## src/rtl/bin_to_onehot_pkg.sv

```systemverilog
// Shared state encoding and one-hot decode helper for the way decoder.
package bin_to_onehot_pkg;

   localparam logic [1:0] EMPTY = 2'd0;
   localparam logic [1:0] ONE   = 2'd1;
   localparam logic [1:0] TWO   = 2'd2;

   localparam int MAX_W    = 8;
   localparam int MAX_WAYS = 1 << MAX_W;

   // Bits at or above n_ways never set, so out-of-range indices give zero.
   function automatic logic [MAX_WAYS-1:0] decode(
      input logic [MAX_W-1:0] bin,
      input logic             en,
      input int               n_ways
   );
      logic [MAX_WAYS-1:0] oh;
      oh = '0;
      for (int k = 0; k < MAX_WAYS; k++) begin
         oh[k] = en && (k < n_ways) && (bin == MAX_W'(k));
      end
      return oh;
   endfunction

endpackage

```

## src/rtl/bin_to_onehot_skid.sv

```systemverilog
// Generic 2-entry skid register with valid/ready on both sides.
module bin_to_onehot_skid
   import bin_to_onehot_pkg::*;
#(
   parameter int DW = 8
) (
   input  logic          clk,
   input  logic          reset,
   input  logic          in_valid,
   output logic          in_ready,
   input  logic [DW-1:0] in_data,
   output logic          out_valid,
   input  logic          out_ready,
   output logic [DW-1:0] out_data,
   output logic          busy
);

   logic [1:0]    state_q, state_d;
   logic [DW-1:0] main_q, main_d;
   logic [DW-1:0] skid_q, skid_d;
   logic          in_xfer, out_xfer;

   assign in_xfer  = in_valid && in_ready;
   assign out_xfer = out_valid && out_ready;

   always_ff @(posedge clk) begin
      if (reset) begin
         state_q <= EMPTY;
         main_q  <= '0;
         skid_q  <= '0;
      end else begin
         state_q <= state_d;
         main_q  <= main_d;
         skid_q  <= skid_d;
      end
   end

   always_comb begin
      state_d = state_q;
      main_d  = main_q;
      skid_d  = skid_q;
      case (state_q)
         EMPTY: begin
            if (in_xfer) begin
               state_d = ONE;
               main_d  = in_data;
            end
         end
         ONE: begin
            if (in_xfer && out_xfer) begin
               main_d = in_data;
            end else if (in_xfer) begin
               state_d = TWO;
               skid_d  = in_data;
            end else if (out_xfer) begin
               state_d = EMPTY;
            end
         end
         TWO: begin
            if (out_xfer) begin
               state_d = ONE;
               main_d  = skid_q;
            end
         end
         default: state_d = EMPTY;
      endcase
   end

   always_comb begin
      in_ready  = (state_q == EMPTY) || (state_q == ONE);
      out_valid = (state_q == ONE) || (state_q == TWO);
      busy      = (state_q != EMPTY);
      out_data  = main_q;
   end

endmodule

```

## src/rtl/bin_to_onehot_dec.sv

```systemverilog
// Registered binary-to-one-hot way decoder behind a 2-entry skid buffer.
// Optional sticky range error flag: define BIN2OH_RANGE_CHECK_EN.
module bin_to_onehot_dec
   import bin_to_onehot_pkg::*;
#(
   parameter int BIN_W  = 2,
   parameter int N_WAYS = 2 ** BIN_W
) (
   input  logic              clk,
   input  logic              reset,
   input  logic              in_valid,
   output logic              in_ready,
   input  logic [BIN_W-1:0]  in_bin,
   input  logic              in_en,
   output logic              out_valid,
   input  logic              out_ready,
   output logic [N_WAYS-1:0] out_onehot,
   output logic [BIN_W-1:0]  out_bin,
   output logic              busy
`ifdef BIN2OH_RANGE_CHECK_EN
   ,
   output logic              err
`endif
);

   logic [N_WAYS-1:0] dec_oh;

   assign dec_oh = N_WAYS'(decode(MAX_W'(in_bin), in_en, N_WAYS));

`ifdef BIN2OH_RANGE_CHECK_EN
   localparam int DW = 1 + BIN_W + N_WAYS;

   logic          bad;
   logic          tag;
   logic          err_q, err_d;
   logic [DW-1:0] in_data, out_data;

   assign bad     = in_en && (int'(in_bin) >= N_WAYS);
   assign in_data = {bad, in_bin, dec_oh};
   assign {tag, out_bin, out_onehot} = out_data;

   // Flag sets on capture; the carried tag keeps it tied to the entry.
   assign err_d = err_q
                | (in_valid && in_ready && bad)
                | (out_valid && tag);

   always_ff @(posedge clk) begin
      if (reset) begin
         err_q <= 1'b0;
      end else begin
         err_q <= err_d;
      end
   end

   assign err = err_q;
`else
   localparam int DW = BIN_W + N_WAYS;

   logic [DW-1:0] in_data, out_data;

   assign in_data = {in_bin, dec_oh};
   assign {out_bin, out_onehot} = out_data;
`endif

   bin_to_onehot_skid #(
      .DW(DW)
   ) u_skid (
      .clk      (clk),
      .reset    (reset),
      .in_valid (in_valid),
      .in_ready (in_ready),
      .in_data  (in_data),
      .out_valid(out_valid),
      .out_ready(out_ready),
      .out_data (out_data),
      .busy     (busy)
   );

endmodule

```

## config.mk

```make
export PLATFORM = sky130hd
export DESIGN_NAME = bin_to_onehot_dec
export DESIGN_NICKNAME = d
export VERILOG_FILES = /design/src/rtl/bin_to_onehot_pkg.sv /design/src/rtl/bin_to_onehot_skid.sv /design/src/rtl/bin_to_onehot_dec.sv
export SDC_FILE = /design/constraint.sdc
export NUM_CORES = 1
export LEC_CHECK = 0
export ABC_AREA = 1
export CAP_MARGIN = 20
export CORE_AREA = 2 2 43 45
export CTS_CLUSTER_SIZE = 28
export DETAILED_ROUTE_END_ITERATION = 7
export DIE_AREA = 0 0 45 47
export GPL_TIMING_DRIVEN = 0
export MAX_ROUTING_LAYER = met4
export PLACE_DENSITY = 0.75
export SLEW_MARGIN = 25
export SYNTH_ARGS = -nofsm -noshare
export SYNTH_HDL_FRONTEND = slang
export SYNTH_SLANG_ARGS = --single-unit
```

## constraint.sdc

```tcl
create_clock -name clk -period 1.7 [get_ports clk]
set_input_delay 0.255 -clock clk [delete_from_list [all_inputs] [get_ports clk]]
set_output_delay 0.255 -clock clk [all_outputs]
set_load 0.005 [all_outputs]
```

Yosys cells after proc, flatten, opt, wreduce, memory -nomap -nowiden
Cells that the tools add are included.
{"block": "totals", "input_bits": 7, "register_bits": 14, "wordCells": 40}
{"block": "classes", "reduce_logical": 16, "muxes": 10, "n_bitwise": 1, "n_eq_ne": 10}
{"op": "$mux W6", "n": 3}
{"op": "$pmux W6 S3", "n": 1}
{"op": "$mux W2", "n": 5}
{"op": "$reduce_and A4 Y1", "n": 2}
{"op": "$logic_and A1 B1 Y1", "n": 7}
{"op": "$eq A2 B2 Y1 const B", "n": 3}
{"op": "$ne A2 B1 Y1 const B", "n": 3}
{"op": "$pmux W2 S3", "n": 1}
{"op": "$eq A2 B1 Y1 const B", "n": 2}
{"op": "$logic_not A2 Y1", "n": 2}
{"op": "$ne A3 B1 Y1 const B", "n": 1}
{"op": "$reduce_and A3 Y1", "n": 1}
{"op": "$reduce_bool A3 Y1", "n": 1}
{"op": "$logic_or A1 B1 Y1", "n": 2}
{"op": "$ne A2 B2 Y1 const B", "n": 1}
{"op": "$reduce_bool A2 Y1", "n": 1}
{"op": "$not A1 Y1", "n": 1}

Logic depth before layout (Yosys ltp)
{"block": "depth", "depth_word": 7, "depth_mapped": 10, "depth_no_buf": 9}

Cells and area by module
Synthesis repeated with hierarchy kept, for this count alone.
{"block": "unflattened", "hier_cells": 114, "area_unflattened_um2": 782.0}
{"mod": "bin_to_onehot_skid", "cells_per_inst": 106, "instances": 1, "area_each_um2": 752.0}
{"mod": "bin_to_onehot_dec", "cells_per_inst": 8, "instances": 1, "area_each_um2": 30.0}

Worst setup path before layout
Ideal clock, no wire load.
{"block": "synth_timing", "path_kind": "register to register", "from": "register u_skid.state_q[0]", "to": "register u_skid.skid_q[3]", "stages_incl_launch_ff": 8, "arrival_ns": 1.292, "setup_ns": 0.086, "path_slack_ns": 0.322, "n_path_buf": 0, "synth_period_minus_slack_ns": 1.378, "cell_sequence": "dfxtp_1 inv_1 ha_1 nand2_2 nand3_1 inv_2 nor2_1 a211oi_1"}
{"block": "synth_between", "elab_chain_cells": 6}
{"element": "start, declared", "line_no": "bin_to_onehot_skid.sv:18", "rtl": "logic [1:0] state_q, state_d;"}
{"element": "start signal, assigned", "line_no": "bin_to_onehot_skid.sv:32", "rtl": "state_q <= state_d;"}
{"element": "$eq A2 B1 Y1 or $eq A2 B2 Y1 (tied branches)", "line_no": "bin_to_onehot_skid.sv:71", "rtl": "out_valid = (state_q == ONE) || (state_q == TWO);"}
{"element": "$logic_or A1 B1 Y1 *", "line_no": "bin_to_onehot_skid.sv:71"}
{"element": "net out_valid", "line_no": "bin_to_onehot_dec.sv:15", "rtl": "output logic out_valid,"}
{"element": "$logic_and A1 B1 Y1 *", "line_no": "bin_to_onehot_skid.sv:24", "rtl": "assign out_xfer = out_valid && out_ready;"}
{"element": "$logic_and A1 B1 Y1 *", "line_no": "bin_to_onehot_skid.sv:50", "rtl": "if (in_xfer && out_xfer) begin"}
{"element": "$not A1 Y1 (no line) *"}
{"element": "$reduce_and A3 Y1 (no line) *"}
{"element": "end signal, assigned", "line_no": "bin_to_onehot_skid.sv:34", "rtl": "skid_q <= skid_d;"}
{"element": "end, declared", "line_no": "bin_to_onehot_skid.sv:20", "rtl": "logic [DW-1:0] skid_q, skid_d;"}
The timed path passes the listed nets; every way through them passes the cells marked *.
A chain may end at the register's enable or synchronous reset.

Worst setup path after layout
{"block": "layout_timing", "from": "register u_skid.state_q[0]", "to": "output in_ready"}
{"block": "layout_between", "elab_chain_cells": 2}
{"element": "$eq A2 B1 Y1 or $logic_not A2 Y1 (tied branches)", "line_no": "bin_to_onehot_skid.sv:70", "rtl": "in_ready = (state_q == EMPTY) || (state_q == ONE);"}
{"element": "$logic_or A1 B1 Y1 *", "line_no": "bin_to_onehot_skid.sv:70"}
{"element": "end, declared", "line_no": "bin_to_onehot_dec.sv:12", "rtl": "output logic in_ready,"}
Every way passes the cells marked *; elsewhere a longest branch is shown, timed or not.

==> results.py <==
metrics = {
    "routing": {
        "dr.pass1.iters": 4,
        "via_per_inst": 4.88,
        "first_iter_violations": 16,
        "drc": 0,
        "wl_um": 1640,
        "via_count": 746,
        "antenna_left": 0,
        "wl_per_cell_um": 10.7,
    },
    "clock_tree": {
        "cts_tree": "done",
        "clockBufferDepth": 2,
        "htreeDepth": 1,
        "holdBufCountCts": 0,
        "clkTransAtPathRegs_ps": 90,
        "numCtsBuffers": 3,
        "clock-sinks": 14,
        "clk_latency_ps": 290,
        "cts-root-buf": "clkbuf_4",
    },
    "sta": {
        "report.final.slew_viol_count": 0,
        "fmax_mhz": 650,
        "fin_skew_ps": 11.7,
        "hold_viol": 0,
        "fin_tns_setup_ps": 0,
        "rsz0062_at_grt": "false",
        "relSlewSlack": 0.860,
        "setup_ws_ps": 162,
        "worst_slew_pin_slew_ps": 209,
        "period_share": 0.905,
        "min_period_ps": 1540,
        "setup_viol": 0,
    },
    "cells_and_area": {
        "fillCellCount": 152,
        "area_growth_pct": 33.4,
        "final_nets": 148,
        "regArea_um2": 285,
        "drive_above_1_share": 0.176,
        "multi_input_area_um2": 437,
        "diodes": 0,
    },
    "global_route": {
        "antenna_found_initial": 0,
        "grt_pass1_vias": 662,
        "grt_max_degree": 11,
        "grt_pass1_wl_um": 2760,
        "overflow": 0,
        "grt_use_total": 0.187,
    },
    "critical_path": {
        "critPathLaunchType": "flop",
        "slowest_stage": "dfxtp_4",
        "critPathCaptureType": "output port",
        "r2r_end": "u_skid.out_data[4]$_SDFFE_PP0P_",
        "rrSetupSlack_ps": 230,
        "worstReg2RegStart": "u_skid.state_q[1]$_SDFFE_PP0P_",
        "path_class": "flop to output port",
        "path_max_fanout": 3,
        "required_ps": 1440,
        "cp_cell_sequence": "buf_4, ha_4, inv_1, nand2_1, dlygate4sd2_1",
        "critical_path.max_stage_delay_ps": 350,
        "r2r_cells": 10,
        "worstPathArrival_ps": 1280,
    },
    "die": {
        "die_h_um": 47,
        "start_util": 0.471,
        "fp.coreArea_um2": 1650,
        "fp-row-count": 15,
        "dieArea_um2": 2120,
        "die_w_um": 45,
        "ioPinCount": 16,
    },
    "placement": {
        "hpwlAfterDp_um": 1250,
        "gp_congestion": 0.691,
        "dp_worst_setup_slack_ps": 115,
        "portBuffers": 15,
    },
    "min_path": {
        "holdCritStartpoint": "u_skid.skid_q[1]$_SDFFE_PP0P_",
        "hold_end": "u_skid.skid_q[1]$_SDFFE_PP0P_",
        "hp-class": "flop to flop",
        "hold_depth": 2,
    },
    "run": {
        "cap_violations": 0,
    },
    "power_and_ir_drop": {
        "power_density_nw_per_um2": 1130,
        "p_leak_nw": 0.495,
        "irDropWorstVdd_v": 0.000843,
    },
    "logic_synthesis": {
        "syn_area_um2": 778,
        "syn-instance-count": 114,
        "synth-main-ff-cell": "dfxtp_1",
        "syn_nets": 125,
        "netlist_top_cells_count": "nand2_1 (26), nor2_1 (18), dfxtp_1 (14), inv_1 (14)",
        "yosys.area.top_type": "dfxtp_1",
        "yosysMostFrequentCell": "nand2_1",
        "synth-edff-count": 0,
        "synth_top_area_share": 0.360,
        "synth_area_leaders": "dfxtp_1 (36%), nand2_1 (13%), nor2_1 (8.7%)",
        "avgSynthCellArea_um2": 6.83,
        "yosys_warnings": 0,
        "async_reset_ff_frac": 0,
        "yosysSeqAreaShare": 0.360,
        "ys_ff_latch": 14,
        "ys_types": 17,
    },
    "run_status": {
        "status": "finished clean",
    },
}
area by class of cell:
type / count / share of cell area
tap: 17 / 0.0205
clock buffer: 4 / 0.0349
timing repair buffer: 18 / 0.166
inverter: 17 / 0.0614
multi-input combinational: 81 / 0.420
sequential: 14 / 0.275
buffer: 2 / 0.0217
layer usage:
metal / global-route usage / vias to the layer above / wire, µm
li1: - / 398 / -
met1: 0.200 / 333 / 711
met2: 0.331 / 13 / 847
met3: 0.0577 / 2 / 71
met4: 0.0529 / 0 / 12
met5: - / - / 0
per-stage QoR:
step / util / total power [mW] / cell area [µm²] / std cells / hold WS [ps]
CTS: 0.627 / 1.19 / 1040 / 153 / 457
global placement: 0.575 / 0.885 / 950 / 146 / 434
floorplan: - / 0.714 / 778 / 114 / 324
global route: 0.629 / 1.27 / 1040 / 153 / 503
finish: 0.629 / 1.17 / 1040 / 153 / 460
detailed placement: 0.575 / 0.903 / 950 / 146 / 444
sequential cells by signal, summed over array words and instances, names as in the netlist:
signal           count
u_skid.skid_q        6
u_skid.state_q       2
u_skid.out_data      6
cells in the final DEF (no fill, tap or decap):
cell	count
a211oi_1	1
a21oi_1	9
buf_4	3
buf_6	2
clkbuf_4	3
clkbuf_8	1
clkdlybuf4s50_1	12
dfxtp_1	12
dfxtp_2	1
dfxtp_4	1
dlygate4sd2_1	2
dlymetal6s2s_1	1
ha_1	2
ha_4	2
inv_1	12
inv_2	5
nand2_1	26
nand2_2	2
nand2_4	1
nand3_1	9
nor2_1	18
nor2_2	1
nor2_4	1
o21ai_0	7
o21ai_4	1
or2_1	1
worst max-delay path, delay by kind of cell (launching register included):
kind,cells,cell delay (ps)
simple gates,1,40
buf+inv,3,440
fa+ha+maj,1,150
flops,1,350
worst max-delay path by stage:
stage                              startpoint                       endpoint  slack [ps]  depth (start not counted)
6_report       u_skid.state_q[0]$_SDFFE_PP0P_                       in_ready         160                          5
5_1_grt        u_skid.state_q[0]$_SDFFE_PP0P_                       in_ready         110                          5
4_1_cts        u_skid.state_q[1]$_SDFFE_PP0P_                           busy           2                          4
3_5_place_dp   u_skid.state_q[1]$_SDFFE_PP0P_                       in_ready         120                          5
3_3_place_gp   u_skid.state_q[1]$_SDFFE_PP0P_                      out_valid         180                          3
2_1_floorplan  u_skid.state_q[0]$_SDFFE_PP0P_  u_skid.skid_q[3]$_SDFFE_PP0P_         320                          7
power breakdown:
| group | internal [mW] | switching (mW) | leakage (nW) |
|---|---|---|---|
| logic | 0.241 | 0.262 | 0.358 |
| clock network | 0.130 | 0.114 | 0.0210 |
| registers | 0.396 | 0.0294 | 0.116 |
| total | 0.768 | 0.405 | 0.495 |
kinds of logic after synthesis:
| group | after synthesis | share of synthesized area |
|---|---|---|
| AOI/OAI and AO/OA | 18 | 0.133 |
| adders and majority gates | 4 | 0.0643 |
| DFF | 14 | 0.360 |
| buffers and inverters | 19 | 0.111 |
| and+or+nand+nor | 59 | 0.331 |
what timing repair did:
action | 4_1_cts | 5_1_grt
pin swaps | 1 | 0
buffers inserted | 3 | 0
setup endpoints to repair | 3 | 1
resized for setup | 10 | 1
Note: power is estimated with default switching activity, not from simulation.
